File: src/rtl/delay_cal_pkg.sv
// Shared types and constants for the delay eye calibrator: tap width, FSM states, eye record.
package delay_cal_pkg;

  localparam int unsigned TAP_BITS = 9;

  typedef enum logic [2:0] {
    StIdle,
    StLoad,
    StSettle,
    StSample,
    StEval,
    StApply,
    StApplySettle,
    StFinish
  } delay_cal_state_t;

  typedef struct packed {
    logic [TAP_BITS-1:0] start;
    logic [TAP_BITS:0]   width;
  } eye_t;

endpackage

File: src/rtl/delay_eye_calibrator_if.sv
// Link-training side and delay-pair side signals of the eye calibrator, grouped as one bundle.
interface delay_eye_calibrator_if import delay_cal_pkg::*; ();

  logic                start;
  logic                manual_valid;
  logic [TAP_BITS-1:0] manual_value;
  logic                sample_ok;
  logic                delay_load;
  logic [TAP_BITS-1:0] delay__value;
  logic                busy;
  logic                done;
  logic                fail;
  logic [TAP_BITS-1:0] eye_start;
  logic [TAP_BITS:0]   eye_width;

  modport master (
    output start, manual_valid, manual_value, sample_ok,
    input  delay_load, delay__value, busy, done, fail, eye_start, eye_width
  );

  modport slave (
    input  start, manual_valid, manual_value, sample_ok,
    output delay_load, delay__value, busy, done, fail, eye_start, eye_width
  );

endinterface

File: src/rtl/delay_cal_timer.sv
// Loadable down-counter with zero flag; reused for settle, sample and apply-settle windows.
module delay_cal_timer #(
  parameter int unsigned Width = 8
) (
  input  logic             clk,
  input  logic             reset_n,
  input  logic             load_i,
  input  logic [Width-1:0] value_i,
  output logic             zero_o
);

  logic [Width-1:0] cnt_d, cnt_q;

  always_comb begin
    cnt_d = cnt_q;
    if (load_i) begin
      cnt_d = value_i;
    end else if (cnt_q != '0) begin
      cnt_d = cnt_q - 1'b1;
    end
  end

  always_ff @(posedge clk or negedge reset_n) begin
    if (!reset_n) begin
      cnt_q <= '0;
    end else begin
      cnt_q <= cnt_d;
    end
  end

  assign zero_o = (cnt_q == '0);

endmodule

File: src/rtl/delay_eye_calibrator.sv
// Sweeps the delay tap pair, tracks the longest passing run and parks the tap at its centre.
module delay_eye_calibrator import delay_cal_pkg::*; #(
  parameter int unsigned SETTLE_CYCLES = 16,
  parameter int unsigned SAMPLE_LOG2   = 6,
  parameter int unsigned TAP_MAX       = 511,
  parameter int unsigned MIN_EYE       = 8
) (
  input  logic                   clk,
  input  logic                   reset_n,
  delay_eye_calibrator_if.slave  bus
);

  localparam int unsigned SampleCycles = 1 << SAMPLE_LOG2;
  localparam int unsigned TmrMax  = (SETTLE_CYCLES > SampleCycles) ? SETTLE_CYCLES : SampleCycles;
  localparam int unsigned TmrW    = (TmrMax > 1) ? $clog2(TmrMax) : 1;
  localparam logic [TmrW-1:0]       SettleLd = TmrW'(SETTLE_CYCLES - 1);
  localparam logic [TmrW-1:0]       SampleLd = TmrW'(SampleCycles - 1);
  localparam logic [TAP_BITS-1:0]   TapMax   = TAP_BITS'(TAP_MAX);
  localparam logic [TAP_BITS:0]     MinEye   = (TAP_BITS + 1)'(MIN_EYE);

  delay_cal_state_t    state_d, state_q;
  logic [TAP_BITS-1:0] tap_d, tap_q;
  logic [TAP_BITS-1:0] prev_tap_d, prev_tap_q;
  logic [TAP_BITS:0]   run_len_d, run_len_q;
  logic [TAP_BITS-1:0] run_start_d, run_start_q;
  eye_t                best_d, best_q;
  eye_t                eye_d, eye_q;
  logic                good_d, good_q;
  logic [TAP_BITS-1:0] delay_value_d, delay_value_q;
  logic                delay_load_d, delay_load_q;
  logic                busy_d, busy_q;
  logic                done_d, done_q;
  logic                fail_d, fail_q;

  logic                tmr_load, tmr_zero;
  logic [TmrW-1:0]     tmr_value;
  logic [TAP_BITS:0]   run_len_new;
  logic [TAP_BITS-1:0] run_start_new;
  eye_t                best_new;
  logic [TAP_BITS:0]   centre;

  delay_cal_timer #(
    .Width (TmrW)
  ) u_timer (
    .clk     (clk),
    .reset_n (reset_n),
    .load_i  (tmr_load),
    .value_i (tmr_value),
    .zero_o  (tmr_zero)
  );

  always_comb begin
    state_d       = state_q;
    tap_d         = tap_q;
    prev_tap_d    = prev_tap_q;
    run_len_d     = run_len_q;
    run_start_d   = run_start_q;
    best_d        = best_q;
    eye_d         = eye_q;
    good_d        = good_q;
    delay_value_d = delay_value_q;
    fail_d        = fail_q;
    delay_load_d  = 1'b0;
    done_d        = 1'b0;
    tmr_load      = 1'b0;
    tmr_value     = '0;

    // Run bookkeeping for the tap just sampled; only committed in StEval.
    run_len_new   = good_q ? run_len_q + 1'b1 : '0;
    run_start_new = (good_q && run_len_q == '0) ? tap_q : run_start_q;
    best_new      = best_q;
    if (good_q && run_len_new > best_q.width) begin
      best_new.start = run_start_new;
      best_new.width = run_len_new;
    end
    centre = {1'b0, best_new.start} + (best_new.width >> 1);

    unique case (state_q)
      StIdle: begin
        if (bus.start) begin
          prev_tap_d    = delay_value_q;
          tap_d         = '0;
          run_len_d     = '0;
          run_start_d   = '0;
          best_d        = '0;
          fail_d        = 1'b0;
          delay_value_d = '0;
          delay_load_d  = 1'b1;
          state_d       = StLoad;
        end else if (bus.manual_valid) begin
          delay_value_d = bus.manual_value;
          delay_load_d  = 1'b1;
          state_d       = StApply;
        end
      end
      StLoad: begin
        tmr_load  = 1'b1;
        tmr_value = SettleLd;
        good_d    = 1'b1;
        state_d   = StSettle;
      end
      StSettle: begin
        if (tmr_zero) begin
          tmr_load  = 1'b1;
          tmr_value = SampleLd;
          state_d   = StSample;
        end
      end
      StSample: begin
        good_d = good_q & bus.sample_ok;
        if (tmr_zero) state_d = StEval;
      end
      StEval: begin
        run_len_d    = run_len_new;
        run_start_d  = run_start_new;
        best_d       = best_new;
        delay_load_d = 1'b1;
        if (tap_q == TapMax) begin
          eye_d = best_new;
          if (best_new.width >= MinEye) begin
            delay_value_d = centre[TAP_BITS-1:0];
          end else begin
            fail_d        = 1'b1;
            delay_value_d = prev_tap_q;
          end
          state_d = StApply;
        end else begin
          tap_d         = tap_q + 1'b1;
          delay_value_d = tap_q + 1'b1;
          state_d       = StLoad;
        end
      end
      StApply: begin
        tmr_load  = 1'b1;
        tmr_value = SettleLd;
        state_d   = StApplySettle;
      end
      StApplySettle: begin
        if (tmr_zero) begin
          done_d  = 1'b1;
          state_d = StFinish;
        end
      end
      StFinish: begin
        state_d = StIdle;
      end
    endcase

    busy_d = (state_d != StIdle);
  end

  always_ff @(posedge clk or negedge reset_n) begin
    if (!reset_n) begin
      state_q       <= StIdle;
      tap_q         <= '0;
      prev_tap_q    <= '0;
      run_len_q     <= '0;
      run_start_q   <= '0;
      best_q        <= '0;
      eye_q         <= '0;
      good_q        <= 1'b0;
      delay_value_q <= '0;
      delay_load_q  <= 1'b0;
      busy_q        <= 1'b0;
      done_q        <= 1'b0;
      fail_q        <= 1'b0;
    end else begin
      state_q       <= state_d;
      tap_q         <= tap_d;
      prev_tap_q    <= prev_tap_d;
      run_len_q     <= run_len_d;
      run_start_q   <= run_start_d;
      best_q        <= best_d;
      eye_q         <= eye_d;
      good_q        <= good_d;
      delay_value_q <= delay_value_d;
      delay_load_q  <= delay_load_d;
      busy_q        <= busy_d;
      done_q        <= done_d;
      fail_q        <= fail_d;
    end
  end

  assign bus.delay_load   = delay_load_q;
  assign bus.delay__value = delay_value_q;
  assign bus.busy         = busy_q;
  assign bus.done         = done_q;
  assign bus.fail         = fail_q;
  assign bus.eye_start    = eye_q.start;
  assign bus.eye_width    = eye_q.width;

endmodule

File: src/flat_wrapper.sv
// flat-port wrapper written by rule: the top's interface ports become plain ports
module delay_eye_calibrator_flat import delay_cal_pkg::*;
#(
  parameter int unsigned SETTLE_CYCLES = 16,
  parameter int unsigned SAMPLE_LOG2   = 6,
  parameter int unsigned TAP_MAX       = 511,
  parameter int unsigned MIN_EYE       = 8
)
  (clk, reset_n, bus_start, bus_manual_valid, bus_manual_value, bus_sample_ok, bus_delay_load, bus_delay__value, bus_busy, bus_done, bus_fail, bus_eye_start, bus_eye_width);
  delay_eye_calibrator_if bus_i ();
  input  logic clk;
  input  logic reset_n;
  input wire logic [$bits(bus_i.start)-1:0] bus_start;
  input wire logic [$bits(bus_i.manual_valid)-1:0] bus_manual_valid;
  input wire logic [$bits(bus_i.manual_value)-1:0] bus_manual_value;
  input wire logic [$bits(bus_i.sample_ok)-1:0] bus_sample_ok;
  output wire logic [$bits(bus_i.delay_load)-1:0] bus_delay_load;
  output wire logic [$bits(bus_i.delay__value)-1:0] bus_delay__value;
  output wire logic [$bits(bus_i.busy)-1:0] bus_busy;
  output wire logic [$bits(bus_i.done)-1:0] bus_done;
  output wire logic [$bits(bus_i.fail)-1:0] bus_fail;
  output wire logic [$bits(bus_i.eye_start)-1:0] bus_eye_start;
  output wire logic [$bits(bus_i.eye_width)-1:0] bus_eye_width;
  assign bus_i.start = bus_start;
  assign bus_i.manual_valid = bus_manual_valid;
  assign bus_i.manual_value = bus_manual_value;
  assign bus_i.sample_ok = bus_sample_ok;
  assign bus_delay_load = bus_i.delay_load;
  assign bus_delay__value = bus_i.delay__value;
  assign bus_busy = bus_i.busy;
  assign bus_done = bus_i.done;
  assign bus_fail = bus_i.fail;
  assign bus_eye_start = bus_i.eye_start;
  assign bus_eye_width = bus_i.eye_width;
  delay_eye_calibrator #(.SETTLE_CYCLES(SETTLE_CYCLES), .SAMPLE_LOG2(SAMPLE_LOG2), .TAP_MAX(TAP_MAX), .MIN_EYE(MIN_EYE)) u_core (.clk(clk), .reset_n(reset_n), .bus(bus_i));
endmodule
File: config.mk
export PLATFORM = sky130hd
export DESIGN_NAME = delay_eye_calibrator_flat
export DESIGN_NICKNAME = d
export VERILOG_FILES = /design/src/rtl/delay_cal_pkg.sv /design/src/rtl/delay_eye_calibrator_if.sv /design/src/rtl/delay_cal_timer.sv /design/src/rtl/delay_eye_calibrator.sv /design/src/flat_wrapper.sv
export SDC_FILE = /design/constraint.sdc
export NUM_CORES = 1
export LEC_CHECK = 0
export ABC_AREA = 0
export CORE_MARGIN = 3
export CORE_UTILIZATION = 48
export CTS_BUF_LIST = sky130_fd_sc_hd__clkbuf_8
export DETAILED_ROUTE_END_ITERATION = 8
export DONT_BUFFER_PORTS = 1
export GPL_TIMING_DRIVEN = 0
export PLACE_DENSITY = 0.73
export SKIP_CTS_REPAIR_TIMING = 1
export SLEW_MARGIN = 10
export SYNTH_ARGS = -nofsm -noshare
export SYNTH_HDL_FRONTEND = slang
export SYNTH_HIERARCHICAL = 1
export SYNTH_SLANG_ARGS = --single-unit
File: constraint.sdc
create_clock -name clk -period 5.2 [get_ports clk]
set_clock_uncertainty 0.05 [all_clocks]
set_input_delay 1.04 -clock clk [delete_from_list [all_inputs] [get_ports clk]]
set_output_delay 1.04 -clock clk [all_outputs]
set_load 0.05 [all_outputs]
; After elaboration in Yosys (flattened, before gate mapping)
; Index checks and enable logic that the tools add are counted.
[totals]
out_inout_bits = 32
wordCells = 91
inputBits = 14
register_bits = 98
[op_classes]
n_reduce_logical = 17
magnitude_cmp = 2
add_sub_neg = 4
eq_ne = 13
n_mux = 38
n_bitwise = 1
[ops]
columns = cell, count
row1 = $mux W9, 7
row2 = $pmux W9 S2, 3
row3 = $mux W19, 2
row4 = $pmux W19 S2, 1
row5 = $pmux W3 S8, 1
row6 = $mux W10, 2
row7 = $pmux W10 S2, 1
row8 = $mux W3, 6
row9 = $mux W6, 3
row10 = $eq A3 B3 Y1 const B, 4
row11 = $pmux W6 S2, 1
row12 = $add A10 B1 Y10 const B, 1
row13 = $ge A10 B4 Y1 const B, 1
row14 = $gt A10 B10 Y1, 1
row15 = $logic_not A10 Y1, 1
row16 = $add A9 B1 Y9 const B, 1
row17 = $add A9 B9 Y9, 1
row18 = $eq A9 B9 Y1 const B, 1
row19 = $pmux W1 S2, 4
row20 = $reduce_and A2 Y1, 4
row21 = $mux W1, 7
row22 = $eq A3 B2 Y1 const B, 2
row23 = $logic_not A6 Y1, 1
row24 = $ne A2 B2 Y1 const B, 3
row25 = 13 further kinds, 16

; Longest topological paths before layout
[depth]
depth_word = 9
depth_mapped = 27
ltp_nobuf = 24

; Modules after synthesis
; Netlist, hierarchy kept.
[modules_own_cells]
columns = mod, n_inst, seq_area_each_um2, cells_each, area_per_inst_um2
row1 = delay_eye_calibrator, 1, 2302.2, 575, 5248.8
row2 = delay_cal_timer, 1, 150.1, 40, 400.4

; Worst setup path after synthesis
; No wires, ideal clock.
[synth_path]
path_type = reg2reg
start = reg u_core.run_len_q[3]
end = reg u_core.delay_value_q[4], in the netlist u_core/bus.delay__value[4]
setup_ns = 0.087
period_less_slack_ns = 4.841
arrival_time_ns = 4.705
path_slack_ns = 0.359
path_buffers = 3
t_required_ns = 5.063
path_stages_with_launch = 22
cell_sequence = dfrtp_1 -> clkbuf_1 -> nand3_1 -> xnor2_1 -> and2_1 -> ha_1 -> o21ai_0 -> nor4_2 -> nand2_1 -> or4_4 -> a21o_1 -> buf_4 -> clkbuf_1 -> o21ai_0 -> ha_1 -> ha_1 -> a21oi_1 -> maj3_1 -> mux2i_1 -> a21oi_1 -> or4_1 -> o211ai_1
[synth_rtl]
columns = item, line_no
row1 = from (decl), delay_eye_calibrator.sv:24  ; logic [TAP_BITS:0] run_len_d, run_len_q;
row2 = from (signal assigned), delay_eye_calibrator.sv:171  ; run_len_q <= run_len_d;
row3 = to (signal assigned), delay_eye_calibrator.sv:176  ; delay_value_q <= delay_value_d;
row4 = to (decl), delay_eye_calibrator.sv:29  ; logic [TAP_BITS-1:0] delay_value_d, delay_value_q;

==> flow_metrics.env <==
export IMPL_fmax_mhz=199.1
export IMPL_avgSynthCellArea_sq_um=9.186
export IMPL_fin_ws_ns=0.1775
export IMPL_dieWidth_microns=114.5
export IMPL_ys_warn_count=6
export IMPL_crit_end="u_core/bus.delay__value[3]"
export IMPL_vias=4593
export IMPL_timing_final_crit_period_ns=5.023
export IMPL_maxSlewViolCount=0
export IMPL_grt_usage=0.2234
export IMPL_routed_via_density=5.942
export IMPL_hold_path_class="input pin to asynchronous set/reset pin"
export IMPL_clk_latency_ns=0.39
export IMPL_path_depth=25
export IMPL_drt_met1_wl_microns=6376
export IMPL_crit_arrival_ns=5.29
export IMPL_synth_distinct_cells=71
export IMPL_cts_buffers=9
export IMPL_grt_pass1_vias=4429
export IMPL_fillers=1001
export IMPL_power_leakage_nw=2.826
export IMPL_drt_iter0_drc=406
export IMPL_placed_cells=755
export IMPL_ant_nets=0
export IMPL_rrSetupSlack_ns=0.18
export IMPL_grt_max_degree=99
export IMPL_worstPathMaxFanout=10
export IMPL_die_area_sq_um=13110
export IMPL_r2r_end="u_core/bus.delay__value[3]"
export IMPL_peakVddDrop_uv=164.9
export IMPL_cts_tree="built"
export IMPL_synth_edff_count=0
export IMPL_ff_latch_area_sq_um=2455
export IMPL_crit_top_cell="buf_4"
export IMPL_syn_nets=649
export IMPL_tightest_slew_ns=0.7362
export IMPL_maxSlewHeadroom=0.5050
export IMPL_async_reset_ff_frac=1.000
export IMPL_dr_wl_met3_microns=1085
export IMPL_status="complete, no violations"
export IMPL_cpLargestDelayFamily="simple AND/OR/NAND/NOR gates"
export IMPL_multi_input_area_sq_um=3029
export IMPL_dominantRegCellSynth="dfrtp_1"
export IMPL_clock_sinks=98
export IMPL_rr_startpoint="u_core/run_len_q[2]"
export IMPL_final_common_cell="dfrtp_1"
export IMPL_clockRootBuffer="clkbuf_8"
export IMPL_cp_startpoint="u_core/run_len_q[2]"
export IMPL_ff2ff_path_depth=25
export IMPL_maxCapViolations=0
export IMPL_cp_slowest_stage_delay_ns=0.48
export IMPL_setup_viol=0
export IMPL_antenna_found_initial=0
export IMPL_final_cell_mix="dfrtp_1 (96), nand2_1 (93), o21ai_0 (59), nor2_1 (48), inv_1 (29)"
export IMPL_totalPowerFinal_mw=1.282
export IMPL_wl_met2_microns=6600
export IMPL_fin_cells=773
export IMPL_worstPathRequired_ns=5.47
export IMPL_drt_pass1_iter_count=5
export IMPL_place_ws_ns=-0.5028
export IMPL_fin_util=0.5520
export IMPL_seq_area_frac_synth=0.4341
export IMPL_ys_ff_latch=98
export IMPL_dp_hpwl_microns=10110
export IMPL_p_per_area_nw_per_um2=207.9
export IMPL_place_congestion=0.8942
export IMPL_htree_levels=3
export IMPL_io_pins=46
export IMPL_die_h_microns=114.5
export IMPL_holdWs_ns=0.2906
export IMPL_drc_errors=0
export IMPL_crit_type="flop to flop"
export IMPL_start_kind="flop"
export IMPL_portBuffers=0
export IMPL_cp_slowest_cell="or4_4"
export IMPL_clockBufferDepth=2
export IMPL_fin_nets=662
export IMPL_grt_pass1_wl_microns=23050
export IMPL_endpoint_kind="flop"
export IMPL_wl_per_cell_microns=18.51
export IMPL_overflow=0
export IMPL_hold_viol=0
export IMPL_synth_area_sq_um=5649
export IMPL_fin_crit_sh=0.9659
export IMPL_initial_utilization=0.5056
export IMPL_crit_buf_inv=7
export IMPL_top_layer="met4"
export IMPL_wirelength_microns=14310
export IMPL_coreArea_sq_um=11170
export IMPL_num_rows=38
export IMPL_path_clk_slew_ns=0.10
export IMPL_drive_gt1_frac=0.1074
export IMPL_diodes=0
export IMPL_areaGrowthSynthToFinish_pct=9.169
export IMPL_synth_cells=615
## metal layers
layer / vias to the layer above / track usage
met5: - / 0
met4: 0 / 0.07205
met3: 21 / 0.05074
met2: 161 / 0.3423
met1: 2221 / 0.3147
li1: 2190 / -
## through the flow
step,area [sq um],TNS (ns)
floorplan,5649,0
global placement,5824,-1.649
detailed placement,5824,-1.974
CTS,6025,-2.029
global route,6167,-0.06333
finish,6167,0
## area by class of cell
class	instances	share of cell area
multi-input combinational	452	0.4912
sequential	98	0.3981
buffer	34	0.02861
tap	140	0.02840
clock buffer	9	0.02009
inverter	31	0.01887
clock inverter	7	0.01238
timing repair buffer	2	0.002435
## Yosys cell counts (3+ instances only)
cell type	n	area (sq um)
buf_2	5	25.02
nor3b_1	4	30.03
clkbuf_1	24	90.09
and3_1	8	50.05
maj3_1	4	40.04
nor2_1	48	180.2
a21o_1	7	52.55
nand3_1	9	45.04
nand4_1	3	18.77
a22o_1	22	192.7
mux2_2	9	101.4
o31ai_1	5	37.54
xnor2_1	18	157.7
nor3_1	4	20.02
a221oi_1	8	70.07
xor2_1	8	70.07
a21oi_1	23	115.1
nand2b_1	6	37.54
and2_1	8	50.05
o21ai_0	61	305.3
nand2_1	93	349.1
a211oi_1	6	45.04
dfrtp_1	98	2452
ha_1	20	250.2
inv_1	30	112.6
o21a_1	3	22.52
mux2i_1	21	210.2
## registers in the layout, summed over array words and instances, names as in the netlist, 9 cells and up
name and count:
u_core/prev_tap_q 9, u_core/run_start_q 9, u_core/bus.delay__value 9, u_core/tap_q 9, u_core/run_len_q 10, u_core/bus.eye_start 9, u_core/bus.eye_width 10, u_core/best_q 19
## where the power goes
| group | switching [mW] | internal, mW | leakage (nW) |
|---|---|---|---|
| combinational | 0.00244 | 0.00154 | 1.52 |
| sequential | 0.00173 | 0.762 | 1.20 |
| clock | 0.287 | 0.227 | 0.102 |
## cell families (layout without fill, tap and decap cells)
group	after synthesis	in the layout	share of synthesized area
XOR/XNOR	26	26	0.04031
adder cells (fa/ha/maj)	24	24	0.05138
flip-flops	98	98	0.4341
buffers and inverters	65	83	0.04828
multiplexers	32	32	0.05914
AND/OR/NAND/NOR	208	208	0.1745
AO/OA/AOI/OAI	162	162	0.1922
## worst register-to-register path, cell delays in order (launching register included)
cell      delay, ns
dfrtp_1        0.33
buf_4          0.15
and3_1         0.17
buf_6          0.14
nand4_1        0.15
xor2_1         0.16
nand2b_4       0.16
inv_2          0.07
ha_4           0.28
nand3_1        0.10
inv_1          0.11
nand3_2        0.11
or4_4          0.48
a21o_1         0.18
buf_4          0.16
buf_4          0.19
o21ai_4        0.21
ha_2           0.23
inv_1          0.05
maj3_1         0.36
maj3_1         0.37
a211oi_2       0.20
a211oi_1       0.09
nor3_2         0.25
o21ai_1        0.09
a21oi_1        0.14
## how the worst min path moves through the flow
stage                               start                    end  cells after the start
floorplan           u_core/run_start_q[1]  u_core/run_start_q[1]                      2
global placement         u_core/best_q[1]       u_core/best_q[1]                      2
detailed placement  u_core/run_start_q[1]  u_core/run_start_q[1]                      2
CTS                               reset_n   u_core/prev_tap_q[4]                      0
global route                      reset_n        u_core/tap_q[0]                      0
finish                            reset_n       u_core/best_q[4]                      0
Power figures use the tool's default switching activity.
